**src/rtl/imem_loader_pkg.sv**
```systemverilog
// imem_loader_pkg
//   Shared definitions for the instruction-memory loader and the CPU blocks:
//   loader state encoding, instruction word width and byte-lane constants.
package imem_loader_pkg;

  localparam int WORD_W         = 32;
  localparam int BYTE_W         = 8;
  localparam int BYTES_PER_WORD = WORD_W / BYTE_W;

  // Big-endian lane order: lane 0 is the first byte received and lands in
  // [31:24]; lane 3 is the last byte and lands in [7:0].
  localparam logic [1:0] LANE_FIRST = 2'd0;
  localparam logic [1:0] LANE_LAST  = 2'd3;

  typedef enum logic [2:0] {
    ST_IDLE,
    ST_RECV,
    ST_WRITE,
    ST_CHECK,
    ST_DONE
  } state_e;

  // Shifting each new byte in at the bottom leaves the first byte in the top
  // lane once a whole word has arrived.
  function automatic logic [WORD_W-1:0] shift_in_byte(input logic [WORD_W-1:0] w,
                                                      input logic [BYTE_W-1:0] b);
    return {w[WORD_W-BYTE_W-1:0], b};
  endfunction

endpackage

```
**src/rtl/imem_loader_if.sv**
```systemverilog
// imem_loader_if
//   Load-control, byte-stream and instruction-memory write signals of the
//   loader.
//   slave  : loader side (start/load_len/byte stream in; ready, write port,
//            cpu_hold, done, chk_err out)
//   master : host / byte source side (mirror of slave)
interface imem_loader_if #(parameter int ADDR_W = 8);

  logic              start;
  logic [5:0]        load_len;
  logic              byte_valid;
  logic [7:0]        byte_data;
  logic              byte_ready;
  logic              mem_we;
  logic [ADDR_W-1:0] mem_addr;
  logic [31:0]       mem_wdata;
  logic              cpu_hold;
  logic              done;
  logic              chk_err;

  modport slave (
    input  start, load_len, byte_valid, byte_data,
    output byte_ready, mem_we, mem_addr, mem_wdata, cpu_hold, done, chk_err
  );

  modport master (
    output start, load_len, byte_valid, byte_data,
    input  byte_ready, mem_we, mem_addr, mem_wdata, cpu_hold, done, chk_err
  );

endinterface

```
**src/rtl/imem_word_packer.sv**
```systemverilog
// imem_word_packer
//   Byte shift register plus byte index that assembles four stream bytes
//   into one big-endian instruction word.
//   clk, reset : clock, async active-high reset
//   clear      : restart assembly at lane 0
//   shift_en   : accept byte_in this cycle
//   byte_in    : incoming program byte
//   word_nxt   : word as it will be after this cycle's shift
//   last_byte  : this cycle's shift completes a word
module imem_word_packer
  import imem_loader_pkg::*;
(
  input  logic              clk,
  input  logic              reset,
  input  logic              clear,
  input  logic              shift_en,
  input  logic [BYTE_W-1:0] byte_in,
  output logic [WORD_W-1:0] word_nxt,
  output logic              last_byte
);

  logic [WORD_W-1:0] word_q, word_d;
  logic [1:0]        idx_q, idx_d;

  always_comb begin
    word_d = word_q;
    idx_d  = idx_q;
    if (clear) begin
      word_d = '0;
      idx_d  = LANE_FIRST;
    end else if (shift_en) begin
      word_d = shift_in_byte(word_q, byte_in);
      idx_d  = idx_q + 2'd1;  // wraps back to lane 0 after the 4th byte
    end
  end

  assign word_nxt  = word_d;
  assign last_byte = shift_en && !clear && (idx_q == LANE_LAST);

  always_ff @(posedge clk or posedge reset) begin
    if (reset) begin
      word_q <= '0;
      idx_q  <= LANE_FIRST;
    end else begin
      word_q <= word_d;
      idx_q  <= idx_d;
    end
  end

endmodule

```
**src/rtl/imem_loader.sv**
```systemverilog
// imem_loader
//   Loads a program from a byte stream into instruction memory while holding
//   the CPU, then checks a trailing XOR checksum byte.
//   clk   : clock
//   reset : async active-high reset
//   bus   : imem_loader_if.slave (start/load_len, byte stream, memory write
//           port, cpu_hold, done, chk_err)
//
//   state    | meaning
//   IDLE     | waiting for start, CPU runs
//   RECV     | accepting program bytes into the packer
//   WRITE    | one-cycle memory write of the assembled word
//   CHECK    | accepting the checksum byte
//   DONE     | one-cycle done pulse
module imem_loader
  import imem_loader_pkg::*;
#(
  parameter int ADDR_W = 8
) (
  input logic           clk,
  input logic           reset,
  imem_loader_if.slave  bus
);

  state_e            state_q, state_d;
  logic [6:0]        len_q, len_d;        // 1..64 words
  logic [6:0]        cnt_q, cnt_d;
  logic [ADDR_W-1:0] addr_q, addr_d;
  logic [7:0]        xor_q, xor_d;
  logic              chk_err_q, chk_err_d;
  logic              byte_ready_q, byte_ready_d;
  logic              mem_we_q, mem_we_d;
  logic [WORD_W-1:0] mem_wdata_q, mem_wdata_d;
  logic              cpu_hold_q, cpu_hold_d;
  logic              done_q, done_d;

  logic              accept;
  logic              pk_clear;
  logic              pk_shift;
  logic [WORD_W-1:0] pk_word_nxt;
  logic              pk_last;

  assign accept   = bus.byte_valid && byte_ready_q;
  assign pk_clear = (state_q == ST_IDLE) && bus.start;
  assign pk_shift = (state_q == ST_RECV) && accept;

  imem_word_packer u_packer (
    .clk       (clk),
    .reset     (reset),
    .clear     (pk_clear),
    .shift_en  (pk_shift),
    .byte_in   (bus.byte_data),
    .word_nxt  (pk_word_nxt),
    .last_byte (pk_last)
  );

  always_comb begin
    state_d   = state_q;
    len_d     = len_q;
    cnt_d     = cnt_q;
    addr_d    = addr_q;
    xor_d     = xor_q;
    chk_err_d = chk_err_q;
    case (state_q)
      ST_IDLE: begin
        if (bus.start) begin
          // A length field of 0 encodes 64 words.
          len_d   = {(bus.load_len == 6'd0), bus.load_len};
          cnt_d   = '0;
          addr_d  = '0;
          xor_d   = '0;
          state_d = ST_RECV;
        end
      end
      ST_RECV: begin
        if (accept) begin
          xor_d = xor_q ^ bus.byte_data;
          if (pk_last) state_d = ST_WRITE;
        end
      end
      ST_WRITE: begin
        addr_d  = addr_q + ADDR_W'(BYTES_PER_WORD);
        cnt_d   = cnt_q + 7'd1;
        state_d = (cnt_q + 7'd1 == len_q) ? ST_CHECK : ST_RECV;
      end
      ST_CHECK: begin
        if (accept) begin
          chk_err_d = (bus.byte_data != xor_q);
          state_d   = ST_DONE;
        end
      end
      ST_DONE:  state_d = ST_IDLE;
      default:  state_d = ST_IDLE;
    endcase
  end

  // Outputs are registered from the next state so they line up with it.
  always_comb begin
    byte_ready_d = (state_d == ST_RECV) || (state_d == ST_CHECK);
    mem_we_d     = (state_d == ST_WRITE);
    cpu_hold_d   = (state_d != ST_IDLE);
    done_d       = (state_d == ST_DONE);
    mem_wdata_d  = mem_wdata_q;
    if (pk_shift && pk_last) mem_wdata_d = pk_word_nxt;
  end

  always_ff @(posedge clk or posedge reset) begin
    if (reset) begin
      state_q      <= ST_IDLE;
      len_q        <= '0;
      cnt_q        <= '0;
      addr_q       <= '0;
      xor_q        <= '0;
      chk_err_q    <= 1'b0;
      byte_ready_q <= 1'b0;
      mem_we_q     <= 1'b0;
      mem_wdata_q  <= '0;
      cpu_hold_q   <= 1'b0;
      done_q       <= 1'b0;
    end else begin
      state_q      <= state_d;
      len_q        <= len_d;
      cnt_q        <= cnt_d;
      addr_q       <= addr_d;
      xor_q        <= xor_d;
      chk_err_q    <= chk_err_d;
      byte_ready_q <= byte_ready_d;
      mem_we_q     <= mem_we_d;
      mem_wdata_q  <= mem_wdata_d;
      cpu_hold_q   <= cpu_hold_d;
      done_q       <= done_d;
    end
  end

  assign bus.byte_ready = byte_ready_q;
  assign bus.mem_we     = mem_we_q;
  assign bus.mem_addr   = addr_q;
  assign bus.mem_wdata  = mem_wdata_q;
  assign bus.cpu_hold   = cpu_hold_q;
  assign bus.done       = done_q;
  assign bus.chk_err    = chk_err_q;

endmodule

```
**src/flat_wrapper.sv**
```systemverilog
// flat-port wrapper written by rule: the top's interface ports become plain ports
module imem_loader_flat import imem_loader_pkg::*;
#(
  parameter int ADDR_W = 8
)
  (clk, reset, bus_start, bus_load_len, bus_byte_valid, bus_byte_data, bus_byte_ready, bus_mem_we, bus_mem_addr, bus_mem_wdata, bus_cpu_hold, bus_done, bus_chk_err);
  imem_loader_if #(.ADDR_W(ADDR_W)) bus_i ();
  input logic clk;
  input logic reset;
  input wire logic [$bits(bus_i.start)-1:0] bus_start;
  input wire logic [$bits(bus_i.load_len)-1:0] bus_load_len;
  input wire logic [$bits(bus_i.byte_valid)-1:0] bus_byte_valid;
  input wire logic [$bits(bus_i.byte_data)-1:0] bus_byte_data;
  output wire logic [$bits(bus_i.byte_ready)-1:0] bus_byte_ready;
  output wire logic [$bits(bus_i.mem_we)-1:0] bus_mem_we;
  output wire logic [$bits(bus_i.mem_addr)-1:0] bus_mem_addr;
  output wire logic [$bits(bus_i.mem_wdata)-1:0] bus_mem_wdata;
  output wire logic [$bits(bus_i.cpu_hold)-1:0] bus_cpu_hold;
  output wire logic [$bits(bus_i.done)-1:0] bus_done;
  output wire logic [$bits(bus_i.chk_err)-1:0] bus_chk_err;
  assign bus_i.start = bus_start;
  assign bus_i.load_len = bus_load_len;
  assign bus_i.byte_valid = bus_byte_valid;
  assign bus_i.byte_data = bus_byte_data;
  assign bus_byte_ready = bus_i.byte_ready;
  assign bus_mem_we = bus_i.mem_we;
  assign bus_mem_addr = bus_i.mem_addr;
  assign bus_mem_wdata = bus_i.mem_wdata;
  assign bus_cpu_hold = bus_i.cpu_hold;
  assign bus_done = bus_i.done;
  assign bus_chk_err = bus_i.chk_err;
  imem_loader #(.ADDR_W(ADDR_W)) u_core (.clk(clk), .reset(reset), .bus(bus_i));
endmodule
```
**config.mk**
```make
export PLATFORM = sky130hd
export DESIGN_NAME = imem_loader_flat
export DESIGN_NICKNAME = d
export VERILOG_FILES = /design/src/rtl/imem_loader_pkg.sv /design/src/rtl/imem_loader_if.sv /design/src/rtl/imem_word_packer.sv /design/src/rtl/imem_loader.sv /design/src/flat_wrapper.sv
export SDC_FILE = /design/constraint.sdc
export NUM_CORES = 1
export LEC_CHECK = 0
export CAP_MARGIN = 10
export CORE_ASPECT_RATIO = 0.75
export CORE_MARGIN = 3
export CORE_UTILIZATION = 25
export DETAILED_ROUTE_END_ITERATION = 12
export SETUP_SLACK_MARGIN = 0.3
export SLEW_MARGIN = 15
export SYNTH_ARGS = -nofsm -noshare
export SYNTH_HDL_FRONTEND = slang
export SYNTH_SLANG_ARGS = --single-unit
export TNS_END_PERCENT = 5
```
**constraint.sdc**
```tcl
create_clock -name clk -period 5.3 [get_ports clk]
set_clock_uncertainty 0.15 [all_clocks]
set_input_delay 0.795 -clock clk [delete_from_list [all_inputs] [get_ports clk]]
set_output_delay 0.795 -clock clk [all_outputs]
set_load 0.03 [all_outputs]
```
Yosys cells after proc, flatten, opt, wreduce, memory -nomap -nowiden
Cells that the tools add are included.
Widths: inputs -> output; s select.
{"block": "op_classes", "muxes": 16, "n_reduce_logical": 18, "add_sub_neg": 3, "bitwise": 1, "eq_ne": 12}
{"cell": "$mux 32", "count": 2}
{"cell": "$pmux 8 s2", "count": 2}
{"cell": "$mux 8", "count": 2}
{"cell": "$pmux 7 s2", "count": 1}
{"cell": "$eq 3x2->1 const B", "count": 4}
{"cell": "$mux 3", "count": 4}
{"cell": "$pmux 3 s4", "count": 1}
{"cell": "$add 8x3->8 const B", "count": 1}
{"cell": "$ne 8x8->1", "count": 1}
{"cell": "$xor 8x8->8", "count": 1}
{"cell": "$add 7x1->7 const B", "count": 1}
{"cell": "$eq 7x7->1", "count": 1}
{"cell": "$mux 7", "count": 1}
{"cell": "$eq 3x1->1 const B", "count": 2}
{"cell": "$logic_and 1x1->1", "count": 6}
{"cell": "$logic_not 6->1", "count": 1}
{"cell": "$mux 2", "count": 3}
{"cell": "$reduce_and 2->1", "count": 3}
{"cell": "$reduce_bool 2->1", "count": 3}
{"cell": "$eq 3x3->1 const B", "count": 1}
{"cell": "$logic_not 3->1", "count": 1}
{"cell": "$reduce_and 3->1", "count": 1}
{"cell": "$reduce_bool 3->1", "count": 1}
{"cell": "$add 2x1->2 const B", "count": 1}
{"cell": "other kinds (5)", "count": 5}
{"block": "word_totals", "input_bits": 18, "output_inout_bits": 45, "ff_bits": 104, "wordCells": 63}

Depth between registers and ports, before layout
Gate-level depths: netlist of the first run.
{"block": "depth", "depth_word": 10, "mapped_depth": 7}

Cells and area by module
A second synthesis of the first run with hierarchy kept.
{"block": "unflattened", "cells_unflattened": 378, "area_unflattened_um2": 4647.0}
{"mod": "imem_loader", "n_inst": 1, "cells_per_inst": 265, "area_each_um2": 3213.1}
{"mod": "imem_word_packer", "n_inst": 1, "cells_per_inst": 113, "area_each_um2": 1433.9}

Worst setup path before layout of the first run
No wires, ideal clock.
{"block": "synth_timing", "kind": "in2reg", "from": "in bus_start", "to": "reg u_core.cnt_q[5]", "setup_slack_ns": 3.139, "n_path_buf": 2, "stages": 6, "arrival_time_ns": 1.879, "path_cell_list": "or4b_1 -> buf_2 -> and2_1 -> buf_2 -> o21ai_0 -> o31ai_1"}
{"block": "synth_between", "elab_chain_len": 2}
{"element": "start, declared", "line": "flat_wrapper.sv:10", "source": "input wire logic [$bits(bus_i.start)-1:0] bus_start;"}
{"element": "$ne 2x2->1 (no line)"}
{"element": "$reduce_and 2->1 (no line)"}
{"element": "end signal, assigned", "line": "imem_loader.sv:123", "source": "cnt_q <= cnt_d;"}
{"element": "end, declared", "line": "imem_loader.sv:27", "source": "logic [6:0] cnt_q, cnt_d;"}
No other way between the ends.
A chain may end at the register's enable or synchronous reset.

Final worst setup path of the first run
{"block": "layout_timing", "from": "in bus_byte_valid", "to": "reg u_core.mem_wdata_q[14] (netlist: u_core.bus.mem_wdata[14])"}
{"block": "layout_between", "elab_chain_len": 5, "elab_cells_between_ends": 7}
{"element": "start, declared", "line": "flat_wrapper.sv:12", "source": "input wire logic [$bits(bus_i.byte_valid)-1:0] bus_byte_valid;"}
{"element": "$logic_and 1x1->1 (*)", "line": "imem_loader.sv:43", "source": "assign accept = bus.byte_valid && byte_ready_q;"}
{"element": "$logic_and 1x1->1 (*)", "line": "imem_loader.sv:45", "source": "assign pk_shift = (state_q == ST_RECV) && accept;"}
{"element": "$logic_and 1x1->1 (2 in a row)", "line": "imem_word_packer.sv:38", "source": "assign last_byte = shift_en && !clear && (idx_q == LANE_LAST);"}
{"element": "$logic_and 1x1->1", "line": "imem_loader.sv:104", "source": "if (pk_shift && pk_last) mem_wdata_d = pk_word_nxt;"}
{"element": "end signal, assigned", "line": "imem_loader.sv:129", "source": "mem_wdata_q <= mem_wdata_d;"}
{"element": "end, declared", "line": "imem_loader.sv:33", "source": "logic [WORD_W-1:0] mem_wdata_q, mem_wdata_d;"}
Every way passes the cells marked *; elsewhere a longest branch is shown, timed or not.

==> results of run 1 <==
final cells by class:
class                           count  area (µm²)
Fill cell                        1637       10900
Sequential cell                    94        2350
Multi-Input combinational cell    238        1650
Timing Repair Buffer               62         616
Tap cell                          210         263
Clock buffer                       10         239
Clock inverter                      6        47.5
Inverter                            3        13.8
cell families (layout without fill, tap and decap cells):
kind of cell               count (synthesis)  after routing  synth area share
xor gates and xnor gates                  18             18            0.0381
and+or+nand+nor                          103            103             0.117
other                                      1              2          0.000907
muxes                                     40             40             0.135
AOI/OAI and AO/OA                         72             72            0.0969
DFF                                       94             94             0.569
buffers and inverters                     25             81            0.0339
adders and majority gates                  3              3           0.00908
path summary, 6_finish.rpt:
check                                            end  slack, ns                    from
min in group asynchronous   u_core.bus.mem_wdata[23]       0.77                   reset
hold / removal                u_core.bus.mem_addr[7]       0.35  u_core.bus.mem_addr[7]
max in group asynchronous  u_core.u_packer.word_q[4]       3.23                   reset
setup reg to reg            u_core.bus.mem_wdata[14]       2.50       u_core.state_q[1]
setup / recovery            u_core.bus.mem_wdata[14]       2.42          bus_byte_valid
hold reg to reg               u_core.bus.mem_addr[7]       0.35  u_core.bus.mem_addr[7]
layout by cell type (no fill, tap or decap), drive strengths merged, types with 2 or more instances in the layout:
master | netlist | final
a22o | 2 | 2
a31oi | 3 | 3
and2 | 3 | 3
and3 | 2 | 2
buf | 14 | 2
clkbuf | 8 | 10
clkdlybuf4s50 | 0 | 60
clkinv | 0 | 2
clkinvlp | 0 | 4
conb | 1 | 2
dfrtp | 94 | 94
ha | 3 | 3
inv | 3 | 3
mux2 | 40 | 40
nand2 | 62 | 62
nand3 | 5 | 5
nand4 | 3 | 3
nor2 | 17 | 17
nor3b | 2 | 2
nor4 | 2 | 2
o21a | 3 | 3
o21ai | 57 | 57
o31ai | 3 | 3
o41ai | 2 | 2
or3b | 2 | 2
xnor2 | 7 | 7
xor2 | 11 | 11
layer usage:
metal | vias to the layer above | global-route usage | share of wire
met5 | - | 0 | 0
met4 | 0 | 0.0359 | 0.016
met3 | 11 | 0.0302 | 0.050
met2 | 77 | 0.145 | 0.42
met1 | 1383 | 0.150 | 0.51
li1 | 1324 | - | -
through the flow:
stage                     instance area (µm²)  cells  setup WS, ns   util
after floorplan                          4140    357          1.91      -
after global placement                   4890    607          2.07  0.303
after detailed placement                 4890    607          2.04  0.303
after CTS                                5180    623          2.40  0.321
after global routing                     5180    623          2.22  0.321
final                                    5180    623          2.42  0.321
sequential cells by signal (all words and copies together), names as in the netlist:
| name | count |
|---|---|
| u_core.bus.mem_wdata | 32 |
| u_core.u_packer.word_q | 24 |
| u_core.xor_q | 8 |
| u_core.cnt_q | 7 |
| u_core.len_q | 7 |
| u_core.bus.mem_addr | 6 |
| u_core.state_q | 3 |
| u_core.u_packer.idx_q | 2 |
| u_core.bus.byte_ready | 1 |
| u_core.bus.chk_err | 1 |
| u_core.bus.cpu_hold | 1 |
| u_core.bus.done | 1 |
| u_core.bus.mem_we | 1 |
where the power goes:
group | switching, mW | internal, mW | leakage, nW
clock network | 0.284 | 0.332 | 0.127
registers | 0.239 | 1.02 | 1.20
logic | 0.658 | 0.588 | 0.978
==> results.yml, run 1 <==
status:
  run_status: "completed"
clock_network:
  clkLatencyLatePin_ns: 0.34
  cts_inserted_buffers: 9
  max-clock-path-buffers: 2
  cts_sinks: 94
  root_buffer: "sky130_fd_sc_hd__clkbuf_16"
  h-tree-depth: 3
  cts_tree: "built"
  post_cts_resized: 0
  cts-hold-fix-buffers: 0
  post-cts-setup-buffers: 0
  worst_setup_hold_path_clk_slew_ns: 0.07
floorplanning:
  fp.coreArea_um2: 16100
  starting_utilization_of_the_core_area: 0.257
  die_area_um2: 18100
  design.portCount: 63
  site_row_count: 40
  die_width_um: 154
  die_height_um: 117
synth:
  synth_cell_types: 38
  ys_async_sr_fraction: 1.00
  synth_top_cells_by_count: "94 x sky130_fd_sc_hd__dfrtp_1, 61 x sky130_fd_sc_hd__nand2_1, 57 x sky130_fd_sc_hd__o21ai_0"
  synth-main-ff-cell: "sky130_fd_sc_hd__dfrtp_1"
  syn_area_um2: 4130
  synthMostInstantiatedCell: "sky130_fd_sc_hd__dfrtp_1"
  synth_area_leaders: "sky130_fd_sc_hd__dfrtp_1 57%, sky130_fd_sc_hd__mux2_4 11%, sky130_fd_sc_hd__o21ai_0 6.9%"
  post_synth.cell_area_avg_um2: 11.6
  synth-warning-count: 0
  yosysSeqAreaShare: 0.569
  synth-edff-count: 0
  synth.largest_area_cell: "sky130_fd_sc_hd__dfrtp_1"
  syn-instance-count: 356
  ff_latch_count_synth: 94
  yosysTopAreaCellShare: 0.569
sta:
  final_worst_path_period_need_ns: 2.88
  fin_tns_setup_ns: 0
  final_clock_period_utilization_by_the_worst_path: 0.544
  finalMaxSlewViolations: 0
  timing.final.setup_violations: 0
  max_clock_freq_ghz: 0.347
  rsz0062_at_grt: "false"
  relSlewSlack: 0.523
  final-hold-violation-count: 0
  fin_worst_hold_slack_ns: 0.350
  timing_worst_slew_pin_value_ns: 0.716
finish:
  areaGrowthSynthToFinish_pct: 25.2
  layout-drive-gt1-share: 0.153
  post_layout_nets: 429
  n_antenna_cell: 0
route:
  route.antenna.remaining_nets: 0
  detail_route.iter0.violations: 254
  detail_route.wirelength_um: 8940
  wire_per_inst_um: 14.3
  pre_antenna_drt_iters: 4
  routed_via_density: 4.49
  route.vias.total: 2795
  drc: 0
setup_path:
  ff2ff_path_depth: 4
  crit_path_end_kind: "register"
  timing.critical_path.fanout_max: 52
  critical_path_buf_inv_count: 1
  max_stage_delay_ns: 0.54
  crit_required_ns: 5.38
  worstSetupStartpointType: "input pin"
  critical_path_class: "in2reg"
  crit_chain: "clkdlybuf4s50_1, nand2_1, nor2_8, nand2_4, mux2_4"
  crit_slowest_cell: "sky130_fd_sc_hd__nor2_8"
  worst_path_dominant_cell_family: "simple AND/OR/NAND/NOR gates"
  cp.arrival_ns: 2.96
  path_depth: 5
global_routing:
  grt_start_max_net_pins: 57
  first_global_vias: 2788
  grt-ovfl-total: 0
  groute.usage.overall: 0.103
  grt_antenna_before_repair: 0
  first_pass_grt_wire_length_um: 14900
hold_path:
  hold_path_class: "reg2reg"
  timing.hold.worst_path_depth: 1
pwr:
  finalPower_mw: 3.12
  powerDensity_nw_per_um2: 602
  peak_vdd_ir_v: 0.000238
  leakage_power_figure_nw: 2.31
place:
  hpwlAfterDp_um: 6180
  placement.io_buffers: 60
  routabilityCongestion: 0.730
run:
  maxCapViolCount: 0
No activity file was read; power rests on OpenSTA's default activity.
==> run 2, diff against run 1 <==
- clock period: 5.3 -> 2.9 ns (I/O delays scaled with it)
==> run 2 against run 1 <==
Against the previous run: sequential share of layout area shrank 1.2 points; via count grew 0.57%; cell area grew 2.7%; register-to-register slack lost 1.9 ns; non-clock buffer count grew 4; power grew 92%; clock power grew 130%; largest power group is now combinational logic.
==> results.yml, run 2 (synthesis results as in run 1) <==
clock_network:
  max-clock-path-buffers: 2
  cts_tree: "built"
  clkLatencyLatePin_ns: 0.34
  cts_inserted_buffers: 9
  cts-hold-fix-buffers: 0
  h-tree-depth: 3
  post_cts_resized: 0
  cts_sinks: 94
  root_buffer: "sky130_fd_sc_hd__clkbuf_16"
  worst_setup_hold_path_clk_slew_ns: 0.07
  post-cts-setup-buffers: 0
floorplanning:
  design.portCount: 63
  die_height_um: 117
  fp.coreArea_um2: 16100
  die_area_um2: 18100
  die_width_um: 154
  site_row_count: 40
  starting_utilization_of_the_core_area: 0.257
pwr:
  finalPower_mw: 5.98
  intPower_mw: 3.84
  combPwrFrac: 0.385
  power.share.sequential: 0.382
  clock_power_share: 0.233
  power.net_switching_mw: 2.14
  peak_vdd_ir_v: 0.000350
  leakage_power_figure_nw: 2.38
  powerDensity_nw_per_um2: 1120
  switching_share: 0.358
place:
  routabilityCongestion: 0.797
  placedInstanceArea_um2: 4960
  hpwlAfterDp_um: 6200
  placement.io_buffers: 60
sta:
  rsz0062_at_grt: "false"
  timing.final.setup_violations: 0
  relSlewSlack: 0.599
  final_clock_period_utilization_by_the_worst_path: 0.777
  fin_tns_setup_ns: 0
  final_worst_path_period_need_ns: 2.25
  timing_worst_slew_pin_value_ns: 0.600
  final-hold-violation-count: 0
  max_clock_freq_ghz: 0.444
  finalMaxSlewViolations: 0
  fin_worst_hold_slack_ns: 0.350
route:
  wire_per_inst_um: 14.3
  route.vias.total: 2811
  pre_antenna_drt_iters: 4
  route.antenna.remaining_nets: 0
  drc: 0
  detail_route.wirelength_um: 8980
  detail_route.iter0.violations: 190
  routed_via_density: 4.48
setup_path:
  crit_required_ns: 3.00
  critical_path_buf_inv_count: 1
  timing.critical_path.fanout_max: 51
  crit_path_end_kind: "register"
  crit_chain: "or3b_1, nor2_8, buf_4, nand2_1, o21ai_0"
  max_stage_delay_ns: 0.61
  cp.arrival_ns: 2.36
  critical_path_class: "reg2reg"
  worstSetupStartpointType: "register"
  crit_slowest_cell: "sky130_fd_sc_hd__or3b_1"
  worst_path_dominant_cell_family: "simple AND/OR/NAND/NOR gates"
finish:
  largest_register_ff_count: 32
  final_non_filler_cell_area_um2: 5320
  fill_cell_total_of_the_finished_layout: 1628
  post_layout_nets: 433
  final_util: 0.330
  layout-drive-gt1-share: 0.161
  areaGrowthSynthToFinish_pct: 28.6
  most_common_library_cell_in_the_layout_ignoring_fill_and_taps: "sky130_fd_sc_hd__dfrtp_1"
  n_antenna_cell: 0
  most-common-layout-cells: "94 x sky130_fd_sc_hd__dfrtp_1, 61 x sky130_fd_sc_hd__nand2_1, 60 x sky130_fd_sc_hd__clkdlybuf4s50_1"
global_routing:
  grt_start_max_net_pins: 52
  groute.usage.overall: 0.104
  grt_antenna_before_repair: 0
  grt-ovfl-total: 0
  first_global_vias: 2854
  first_pass_grt_wire_length_um: 15100
run:
  maxCapViolCount: 0
status:
  run_status: "completed"
hold_path:
  hold_path_class: "reg2reg"
-- run 2: changes by cell type in the layout (fill, tap and decap cells not counted), sizes merged --
cell,before,now
buf,2,6
bufinv,0,3
clkbuf,10,11
clkinv,2,0
clkinvlp,4,3
inv,3,2
-- run 2: power by group through the flow --
| stage | Combinational [mW] | Clock, mW | Sequential (mW) |
|---|---|---|---|
| 2_1_floorplan | 1.16 | 0 | 2.65 |
| 3_3_place_gp | 2.28 | 0 | 2.29 |
| 3_5_place_dp | 2.32 | 0 | 2.31 |
| 4_1_cts | 2.33 | 1.44 | 2.30 |
| 5_1_grt | 2.50 | 1.49 | 2.37 |
| 6_report | 2.30 | 1.39 | 2.29 |
-- run 2: final cells by class --
| cell class | count | area, µm² | share of cell area |
|---|---|---|---|
| flip-flops and latches | 94 | 2350 | 0.442 |
| multi-input cells | 238 | 1650 | 0.309 |
| repair buffers | 66 | 683 | 0.129 |
| well taps | 210 | 263 | 0.0494 |
| clock buffers | 11 | 253 | 0.0475 |
| clock inverters | 5 | 105 | 0.0198 |
| inverters | 3 | 15.0 | 0.00282 |
-- run 2: final timing paths --
kind	cells after the start	slack (ns)	startpoint	endpoint
max	5	0.65	u_core.state_q[1]	u_core.xor_q[3]
min	1	0.35	u_core.bus.mem_addr[7]	u_core.bus.mem_addr[7]
max reg2reg	5	0.65	u_core.state_q[1]	u_core.xor_q[3]
min reg2reg	1	0.35	u_core.bus.mem_addr[7]	u_core.bus.mem_addr[7]
max in group asynchronous	3	1.62	reset	u_core.bus.mem_wdata[3]
min in group asynchronous	2	0.37	reset	u_core.bus.mem_wdata[28]
-- run 2: worst register-to-register path: cells and delay by family (launching register included) --
family | cells | cell delay [ns]
buf+inv | 1 | 0.42
simple gates | 3 | 0.94
flops | 1 | 0.45
compound gates | 1 | 0.19
-- run 2: routing by layer --
layer  vias up  GRT usage  wire length [µm]
met2        75      0.148              3920
met3        11     0.0277               421
met1      1394      0.150              4500
met5         -          0                 0
li1       1331          -                 -
met4         0     0.0397               142
-- run 2: through the flow --
step | std cells | worst slack [ns]
floorplan | 357 | 1.02
global placement | 611 | 0.492
detailed placement | 611 | 0.440
CTS | 627 | 0.637
global route | 627 | 0.433
finish | 627 | 0.646
==> run 3, diff against run 2 <==
- clock period: 2.9 -> 1.9 ns (I/O delays scaled with it)
==> run 3 against run 2 <==
Against the previous run: die area unchanged; sequential share of layout area down 1.5 points; register-to-register slack worse by 0.58 ns; sequential cell count unchanged; cell count up 4.1%; critical path type is now reg2out; largest power group unchanged.
==> results.yml, run 3 (synthesis results as in run 1) <==
status:
  run_status: "completed"
route:
  met2_length_um: 3970
  sum_of_met3_wire_segment_lengths_after_detailed_routing_um: 398
  detail_route.iter0.violations: 267
  wire_per_inst_um: 14.3
  routed_via_density: 4.40
  route.antenna.remaining_nets: 0
  pre_antenna_drt_iters: 4
  routed.top_layer: "met4"
  route.vias.total: 2874
  detail_route.wirelength_um: 9360
  routedLengthMet1_um: 4890
  drc: 0
clock_network:
  max-clock-path-buffers: 2
  clkLatencyLatePin_ns: 0.33
  worst_setup_hold_path_clk_slew_ns: 0.07
  root_buffer: "sky130_fd_sc_hd__clkbuf_16"
  cts_sinks: 94
  h-tree-depth: 3
  cts_tree: "built"
  cts_inserted_buffers: 9
finish:
  layout.cells.non_filler: 653
  largest_register_ff_count: 32
  final_non_filler_cell_area_um2: 5500
  multiInputGateArea_um2: 1680
  most_common_library_cell_in_the_layout_ignoring_fill_and_taps: "sky130_fd_sc_hd__dfrtp_1"
  layout-drive-gt1-share: 0.223
  fill_cell_total_of_the_finished_layout: 1614
  ff_latch_area_um2: 2350
  areaGrowthSynthToFinish_pct: 33.1
  n_antenna_cell: 0
  post_layout_nets: 459
  final_util: 0.341
  most-common-layout-cells: "94 x sky130_fd_sc_hd__dfrtp_1, 60 x sky130_fd_sc_hd__nand2_1, 53 x sky130_fd_sc_hd__clkdlybuf4s50_1"
place:
  placement.io_buffers: 60
  placedInstanceArea_um2: 5150
  routabilityCongestion: 0.793
  detailedPlace.worstSlack_ns: -0.287
  hpwlAfterDp_um: 6690
  placed_cells: 632
setup_path:
  worst_path_dominant_cell_family: "buffers and inverters"
  cp.arrival_ns: 1.41
  max_stage_delay_ns: 0.69
  crit_path_end_kind: "primary output"
  worstSetupStartpointType: "register"
  crit_chain: "clkdlybuf4s50_1"
  critical_path_class: "reg2out"
  timing.critical_path.fanout_max: 2
  crit_required_ns: 1.46
  critical_path_buf_inv_count: 1
  crit_slowest_cell: "sky130_fd_sc_hd__clkdlybuf4s50_1"
sta:
  timing.final.setup_violations: 0
  fin_tns_setup_ns: 0
  rsz0062_at_grt: "true"
  fin_worst_hold_slack_ns: 0.145
  max_clock_freq_ghz: 0.542
  finalMaxSlewViolations: 0
  post-route-worst-setup-slack_ns: 0.0564
  final_clock_period_utilization_by_the_worst_path: 0.970
  final_worst_path_period_need_ns: 1.84
  final-hold-violation-count: 0
run:
  maxCapViolCount: 0
global_routing:
  groute.usage.overall: 0.106
  grt_antenna_before_repair: 0
  first_pass_grt_wire_length_um: 15700
  grt-ovfl-total: 0
  first_global_vias: 2946
  grt_start_max_net_pins: 45
pwr:
  peak_vdd_ir_v: 0.000639
  leakage_power_figure_nw: 2.53
  finalPower_mw: 9.01
  powerDensity_nw_per_um2: 1640
floorplanning:
  die_height_um: 117
  die_area_um2: 18100
  site_row_count: 40
  starting_utilization_of_the_core_area: 0.257
  fp.coreArea_um2: 16100
  design.portCount: 63
  die_width_um: 154
hold_path:
  hold_path_class: "in2async"
[run 3: cell count changes in the layout (fill, tap and decap cells not counted), sizes merged]
| cell | before | now |
|---|---|---|
| clkdlybuf4s50 | 60 | 53 |
| dlygate4sd2 | 0 | 5 |
| buf | 6 | 31 |
| clkdlybuf4s15 | 0 | 1 |
| bufinv | 3 | 0 |
| and2 | 3 | 4 |
| inv | 2 | 3 |
| dlymetal6s2s | 0 | 1 |
| clkbuf | 11 | 10 |
| clkinvlp | 3 | 5 |
| clkinv | 0 | 1 |
[run 3: path summary, 6_finish.rpt]
path / from / end / slack (ns) / cells after the start
setup / recovery: u_core.bus.mem_wdata[23] / bus_mem_wdata[23] / 0.06 / 1
hold / removal: reset / u_core.bus.mem_addr[6] / 0.14 / 2
setup reg to reg: u_core.state_q[0] / u_core.bus.mem_wdata[9] / 0.07 / 5
hold reg to reg: u_core.xor_q[0] / u_core.xor_q[0] / 0.34 / 1
max in group asynchronous: reset / u_core.bus.byte_ready / 0.92 / 3
min in group clk: u_core.xor_q[0] / u_core.xor_q[0] / 0.34 / 1
[run 3: final cells by class]
cell class | instances | share of cell area
clock inverter | 6 | 0.00864
multi-input combinational | 239 | 0.306
clock buffer | 10 | 0.0416
sequential | 94 | 0.427
timing repair buffer | 91 | 0.166
inverter | 3 | 0.00273
tap | 210 | 0.0477
[run 3: timing repair]
action / CTS / global route
gates resized for setup: 17 / 14
gates cloned: 1 / 0
endpoints found under the hold margin: 0 / 0
buffers inserted: 3 / 1
hold buffers: 0 / 0
pin swaps: 5 / 2
setup endpoints to repair: 132 / 130
[run 3: routing by layer]
metal / global-route usage / vias to the layer above
met5: 0 / -
met4: 0.0309 / 0
met3: 0.0251 / 9
met2: 0.150 / 71
met1: 0.160 / 1406
li1: - / 1388
[run 3: power breakdown]
group	total, mW	internal, mW	switching (mW)
Sequential	3.49	2.83	0.663
Clock	1.66	0.894	0.766
Combinational	3.86	1.91	1.95
Total	9.01	5.63	3.38
